==> src/rtl/queue_dispatcher.sv <==
// queue_dispatcher: consumer side of the fixed-priority queue scheduler.
// Samples the scheduler decision, pops one word from the selected queue into an
// output register, forwards it over valid/ready, then waits a settle interval so
// the registered scheduler observes the updated empty flags before the next pick.
// Optional per-queue dispatch counters: define QUEUE_DISPATCHER_STATS_EN.
module queue_dispatcher #(
    parameter int unsigned NUMBER_OF_QUEUES = 4,
    parameter int unsigned DATA_WIDTH       = 64,
    parameter int unsigned SETTLE_CYCLES    = 2,
    parameter int unsigned COUNT_WIDTH      = 16
) (
    input  logic                                        clock,
    input  logic                                        reset,
    input  logic                                        sched_valid,
    input  logic [$clog2(NUMBER_OF_QUEUES)-1:0]         sched_selection,
    input  logic [NUMBER_OF_QUEUES-1:0]                 empty,
    input  logic [NUMBER_OF_QUEUES*DATA_WIDTH-1:0]      queue_data,
    output logic [NUMBER_OF_QUEUES-1:0]                 pop,
    output logic                                        out_valid,
    output logic [DATA_WIDTH-1:0]                       out_data,
    output logic [$clog2(NUMBER_OF_QUEUES)-1:0]         out_queue_id,
    input  logic                                        out_ready,
    output logic [NUMBER_OF_QUEUES*COUNT_WIDTH-1:0]     dispatch_count
);

    localparam int unsigned SEL_WIDTH    = $clog2(NUMBER_OF_QUEUES);
    localparam int unsigned SETTLE_WIDTH = (SETTLE_CYCLES > 1) ? $clog2(SETTLE_CYCLES) : 1;
    localparam logic [SETTLE_WIDTH-1:0] SETTLE_LOAD = SETTLE_WIDTH'(SETTLE_CYCLES - 1);

    typedef enum logic [1:0] {
        IDLE   = 2'd0,
        SEND   = 2'd1,
        SETTLE = 2'd2
    } state_t;

    state_t                        state;
    state_t                        next_state;
    logic [SETTLE_WIDTH-1:0]       settle_cnt;
    logic [SETTLE_WIDTH-1:0]       settle_next;
    logic                          dispatch;
    logic                          handshake;
    logic                          sel_hit;
    logic [DATA_WIDTH-1:0]         sel_data;
    logic [NUMBER_OF_QUEUES-1:0]   sel_onehot;

    // Decode the selection; ids outside the queue range never match, so they never dispatch.
    always_comb begin
        sel_hit    = 1'b0;
        sel_data   = '0;
        sel_onehot = '0;
        for (int i = 0; i < NUMBER_OF_QUEUES; i++) begin
            if (sched_selection == SEL_WIDTH'(i)) begin
                sel_hit       = ~empty[i];
                sel_data      = queue_data[i*DATA_WIDTH +: DATA_WIDTH];
                sel_onehot[i] = 1'b1;
            end
        end
    end

    // Next-state and control decode.
    always_comb begin
        next_state  = state;
        settle_next = settle_cnt;
        dispatch    = 1'b0;
        handshake   = 1'b0;
        case (state)
            IDLE: begin
                if (sched_valid && sel_hit) begin
                    dispatch   = 1'b1;
                    next_state = SEND;
                end
            end
            SEND: begin
                if (out_valid && out_ready) begin
                    handshake   = 1'b1;
                    settle_next = SETTLE_LOAD;
                    next_state  = SETTLE;
                end
            end
            SETTLE: begin
                if (settle_cnt == '0) begin
                    next_state = IDLE;
                end else begin
                    settle_next = settle_cnt - SETTLE_WIDTH'(1);
                end
            end
            default: begin
                next_state = IDLE;
            end
        endcase
    end

    // State and settle counter registers.
    always_ff @(posedge clock or negedge reset) begin
        if (!reset) begin
            state      <= IDLE;
            settle_cnt <= '0;
        end else begin
            state      <= next_state;
            settle_cnt <= settle_next;
        end
    end

    // Registered pop strobe: high for exactly the cycle after the dispatch decision.
    always_ff @(posedge clock or negedge reset) begin
        if (!reset) begin
            pop <= '0;
        end else begin
            pop <= dispatch ? sel_onehot : '0;
        end
    end

    // Output packet register; payload held stable until the handshake.
    always_ff @(posedge clock or negedge reset) begin
        if (!reset) begin
            out_valid    <= 1'b0;
            out_data     <= '0;
            out_queue_id <= '0;
        end else begin
            if (dispatch) begin
                out_valid    <= 1'b1;
                out_data     <= sel_data;
                out_queue_id <= sched_selection;
            end else if (handshake) begin
                out_valid    <= 1'b0;
            end
        end
    end

`ifdef QUEUE_DISPATCHER_STATS_EN
    logic [COUNT_WIDTH-1:0] counts [NUMBER_OF_QUEUES];

    // Saturating per-queue dispatch counters, bumped by each pop strobe.
    always_ff @(posedge clock or negedge reset) begin
        if (!reset) begin
            for (int i = 0; i < NUMBER_OF_QUEUES; i++) begin
                counts[i] <= '0;
            end
        end else begin
            for (int i = 0; i < NUMBER_OF_QUEUES; i++) begin
                if (pop[i] && (counts[i] != '1)) begin
                    counts[i] <= counts[i] + COUNT_WIDTH'(1);
                end
            end
        end
    end

    // Flatten the counters onto the output bus.
    always_comb begin
        dispatch_count = '0;
        for (int i = 0; i < NUMBER_OF_QUEUES; i++) begin
            dispatch_count[i*COUNT_WIDTH +: COUNT_WIDTH] = counts[i];
        end
    end
`else
    assign dispatch_count = '0;
`endif

endmodule

==> config.mk <==
export PLATFORM = sky130hd
export DESIGN_NAME = queue_dispatcher
export DESIGN_NICKNAME = d
export VERILOG_FILES = /design/src/rtl/queue_dispatcher.sv
export SDC_FILE = /design/constraint.sdc
export NUM_CORES = 1
export LEC_CHECK = 0
export ABC_AREA = 1
export CORE_AREA = 5 5 151 153
export DETAILED_ROUTE_END_ITERATION = 16
export DIE_AREA = 0 0 156 158
export MAX_ROUTING_LAYER = met4
export PLACE_DENSITY_LB_ADDON = 0.15
export SYNTH_ARGS = -nofsm -noshare
export SYNTH_HDL_FRONTEND = slang
export SYNTH_SLANG_ARGS = --single-unit
==> constraint.sdc <==
create_clock -name clock -period 1.7 [get_ports clock]
set_input_delay 0.17 -clock clock [delete_from_list [all_inputs] [get_ports clock]]
set_output_delay 0.17 -clock clock [all_outputs]
set_load 0.01 [all_outputs]
==> After elaboration in Yosys (flattened, before gate mapping) <==
Cells that the tools add are included.
{ "totals": {"output_inout_bits": 135, "input_bits": 266, "wordCells": 53, "ff_bits": 74} }
{ "op_classes": {"n_reduce_logical": 8, "add_sub_neg": 1, "n_mux": 26, "eq_ne": 8, "n_bitwise": 4} }
{ "ops": {"columns": ["op", "count"], "rows": [
  ["2-to-1 mux 64 bit", 4],
  ["2-to-1 mux 1 bit", 16],
  ["equality test 2 bit (second input constant)", 3],
  ["2-to-1 mux 2 bit", 3],
  ["!= test 2 bit (second input constant)", 3],
  ["case mux 2 bit (3 select lines)", 1],
  ["equality test 2 x 1 -> 1 bit (second input constant)", 2],
  ["zero test 2 bit", 2],
  ["2-to-1 mux 4 bit", 1],
  ["inverter 1 bit", 4],
  ["nonzero test 2 bit", 2],
  ["AND reduction 3 bit", 1],
  ["logical AND 1 bit", 2],
  ["case mux 1 bit (2 select lines)", 1],
  ["AND reduction 2 bit", 1],
  ["subtractor 1 bit (second input constant)", 1]
]} }

==> Longest topological paths before layout <==
Gate-level depths: netlist (run 1).
{ "logic_depth": {"word_depth": 9, "ltp_mapped": 9} }

==> Least setup slack after synthesis (run 1) <==
OpenSTA, ideal clock, no wires.
{ "synth_path": {"path_type": "register to register", "start": "register state[0]", "end": "register out_queue_id[1]", "required_time_ns": 1.582, "setup_slack_ns": 0.479, "stages_incl_launch_ff": 7, "t_arrival_ns": 1.103, "cell_sequence": "dfrtp_1 > nand3b_1 > a21oi_2 > nand2_1 > buf_2 > nand2_1 > nand2_1"} }
{ "synth_between": {"elab_chain_len": 2} }
{ "synth_rtl": {"columns": ["element", "line_no", "text"], "rows": [
  ["start: declaration", "36", "state_t state;"],
  ["start signal: assignment", "99", "state <= next_state;"],
  ["zero test 2 bit", "66", "case (state)"],
  ["2-to-1 mux 1 bit", "66", null],
  ["end signal: assignment", "123", "out_queue_id <= sched_selection;"],
  ["end: declaration", "21", "output logic [$clog2(NUMBER_OF_QUEUES)-1:0] out_queue_id,"]
]} }
Every way passes these cells.
A chain may end at the register's enable or synchronous reset.

==> Worst setup path in the final report (run 1) <==
{ "layout_path": {"start": "register state[0]", "end": "register out_data[44]"} }
{ "layout_between": {"elab_chain_len": 2} }
{ "layout_rtl": {"columns": ["element", "line_no", "text"], "rows": [
  ["zero test 2 bit", "66", null],
  ["2-to-1 mux 1 bit", "66", null],
  ["end signal: assignment", "122", "out_data <= sel_data;"],
  ["end: declaration", "20", "output logic [DATA_WIDTH-1:0] out_data,"]
]} }
Every way passes these cells.

==> impl_metrics.tcl, run 1 <==
set metrics [dict create \
    worstMarginPinSlew_ns 0.501 \
    vdd_drop_max_uv 405 \
    syn_area_um2 5280 \
    holdCritPathClass "primary input to register" \
    clock_latency_ns 0.34 \
    crit_fanout 24 \
    maxSlewHeadroom_pct 66.6 \
    ctsResizeCount 0 \
    coreArea_um2 21400 \
    cts_root_buffer "clkbuf_16" \
    skew_ns 0.00603 \
    die_y_um 158 \
    grtUsageTotal_pct 18.2 \
    final_antenna_net_count 0 \
    finalCritPeriodShare_pct 89.7 \
    die_w_um 156 \
    rows 54 \
    finish.utilization_pct 41.9 \
    powerDensity_nw_per_um2 1070 \
    synth-seq-area-share_pct 35.1 \
    antenna_found_initial 0 \
    synth_top_area_share_pct 35.1 \
    synthCells 760 \
    synth_seq_cells 74 \
    io_pins 401 \
    synth_area_leader_cell "dfrtp_1" \
    finalMaxSlewViolations 0 \
    fmax_ghz 0.656 \
    gp_congestion 0.793 \
    antenna_cells 0 \
    startpoint_type "register" \
    final_nets 1320 \
    worstSetupPathType "register to register" \
    crit_required_ns 1.97 \
    ys.warnings.count 0 \
    initial_utilization_pct 24.7 \
    synth.avg_cell_area_um2 6.95 \
    clkTransAtPathRegs_ns 0.06 \
    finalPower_w 0.00965 \
    dp_cells 1322 \
    crit_chain "nand3b_1 > a21oi_4 > buf_4 > nand3_1 > nand2_1" \
    rsz0062_at_grt "no" \
    hold_violations 0 \
    p_leak_nw 3.91 \
    cp.arrival_ns 1.80 \
    grt_max_degree 83 \
    drt_iter0_drc 332 \
    clk_path_buf_depth 2 \
    vias_per_cell 4.64 \
    holdWs_ns 0.196 \
    outcome "finished, final reports clean" \
    final_cells 1339 \
    vias 6217 \
    syn_to_final_growth_pct 70.0 \
    setup_violations 0 \
    max_stage_delay_ns 0.40 \
    tns_ns 0 \
    dieArea_um2 24600 \
    crit_slowest_cell "dfrtp_1" \
    grt_pass1_wl_um 34200 \
    first_pass_iters 4 \
    cap_violations 0 \
    cts.htree.levels 3 \
    clock_sinks 74 \
    synth_cell_types 19 \
    grt_overflow 0 \
    cts_tree "built" \
    cts-buffers-inserted 9 \
    dpl.hpwl_um 17300 \
    grt_pass1_vias 6037 \
    drive_above_1_share_pct 4.15 \
    io_buffer_count 336 \
    synthTopCellsByArea "dfrtp_1 (35%), nand3_1 (25%), nand2_1 (15%)" \
    crit_path_end_kind "register" \
    drc 0 \
    mostFrequentLayoutCells "clkdlybuf4s50_1 (333), nand3_1 (260), nand2_1 (203)" \
    layout_commonest_cell "clkdlybuf4s50_1" \
    routedWlPerCell_um 17.2 \
    wl_um 23000 \
    r2r_slack_ns 0.18 \
    period_needed_ns 1.52 \
]
[worst max-delay path, delay by kind of cell (launching register included)]
| family | cells | cell delay [ns] |
|---|---|---|
| buffers and inverters | 1 | 0.34 |
| and+or+nand+nor | 3 | 0.43 |
| DFF | 1 | 0.40 |
| AOI/OAI and AO/OA | 1 | 0.29 |
[metrics by stage]
stage / setup slack [ns] / cell area (um2)
2_1_floorplan: 0.479 / 5520
3_3_place_gp: 0.0452 / 8680
3_5_place_dp: 0.0408 / 8680
4_1_cts: 0.164 / 8980
5_1_grt: 0.0592 / 8980
6_report: 0.175 / 8980
[layer usage]
metal,vias to the layer above,GRT usage [%],wire [um]
met5,-,-,0
met4,0,6.54,567
met3,30,5.00,2060
met2,270,28.9,10900
met1,2847,22.2,9520
li1,3070,-,-
[kinds of logic (layout without fill, tap and decap cells)]
group / after synthesis / count (layout) / synth area share (%)
simple gates: 538 / 538 / 47.7
buf+inv: 143 / 379 / 16.6
other cells: 1 / 64 / 0.0710
compound gates: 4 / 4 / 0.498
flops: 74 / 74 / 35.1
[layout make-up]
type	instances	area, um2
fillers	2243	12400
repair buffers	355	3660
multi-input cells	606	2800
flip-flops and latches	74	1850
well taps	280	350
clock buffers	12	256
inverters	8	30.0
clock inverters	4	26.3
[registers in the layout, indices dropped and copies added (netlist names)]
register      cells
out_data         64
pop               4
out_queue_id      2
state             2
out_valid         1
settle_cnt        1
[synthesized netlist by cell type, drive strengths merged]
cell type	count
nor3	1
nand3b	1
nor2	6
o21bai	1
o21ai	2
dfrtp	74
nand3	260
buf	120
inv	8
clkbuf	15
conb	1
nand2	206
a21oi	1
nand4	64
[where the power goes]
part	leakage [nW]	switching (W)	internal (W)
sequential	0.936	0.000460	0.00260
clock	0.139	0.000753	0.00107
combinational	2.84	0.00223	0.00253
[repair_timing]
item / 4_1_cts / 5_1_grt
hold endpoints to repair: 33 / 0
buffers inserted: 0 / 0
endpoints found under the setup margin: 0 / 0
hold buffers: 1 / 0
[path summary, 6_finish.rpt]
path | startpoint | end | cells after the start
setup reg to reg | state[0]$_DFFE_PN0P_ | out_data[44]$_DFFE_PN0N_ | 5
max in group asynchronous | reset | out_data[58]$_DFFE_PN0N_ | 3
min in group asynchronous | reset | out_valid$_DFFE_PN0P_ | 2
hold reg to reg | out_data[56]$_DFFE_PN0N_ | out_data[56]$_DFFE_PN0N_ | 2
hold / removal | sched_selection[0] | pop[3]$_DFF_PN0_ | 3
setup / recovery | state[0]$_DFFE_PN0P_ | out_data[44]$_DFFE_PN0N_ | 5
No activity file was read; power rests on OpenSTA's default activity.
==> run 2: changes to the inputs <==
--- a/config.mk
+++ b/config.mk
@@ -6,9 +6,11 @@
 export NUM_CORES = 1
 export LEC_CHECK = 0
 export ABC_AREA = 1
+export CAP_MARGIN = 25
 export CORE_AREA = 5 5 151 153
 export DETAILED_ROUTE_END_ITERATION = 16
 export DIE_AREA = 0 0 156 158
+export GPL_ROUTABILITY_DRIVEN = 0
 export MAX_ROUTING_LAYER = met4
 export PLACE_DENSITY_LB_ADDON = 0.15
 export SYNTH_ARGS = -nofsm -noshare
==> results of run 2 <==
Same layout as run 1: the final DEF is identical, and so are final timing and power.
==> run 3: changes to the inputs <==
--- a/config.mk
+++ b/config.mk
@@ -8,6 +8,7 @@
 export ABC_AREA = 1
 export CAP_MARGIN = 25
 export CORE_AREA = 5 5 151 153
+export CTS_CLUSTER_DIAMETER = 80
 export DETAILED_ROUTE_END_ITERATION = 16
 export DIE_AREA = 0 0 156 158
 export GPL_ROUTABILITY_DRIVEN = 0
==> results of run 3 <==
Same layout as run 1: the final DEF is identical, and so are final timing and power.
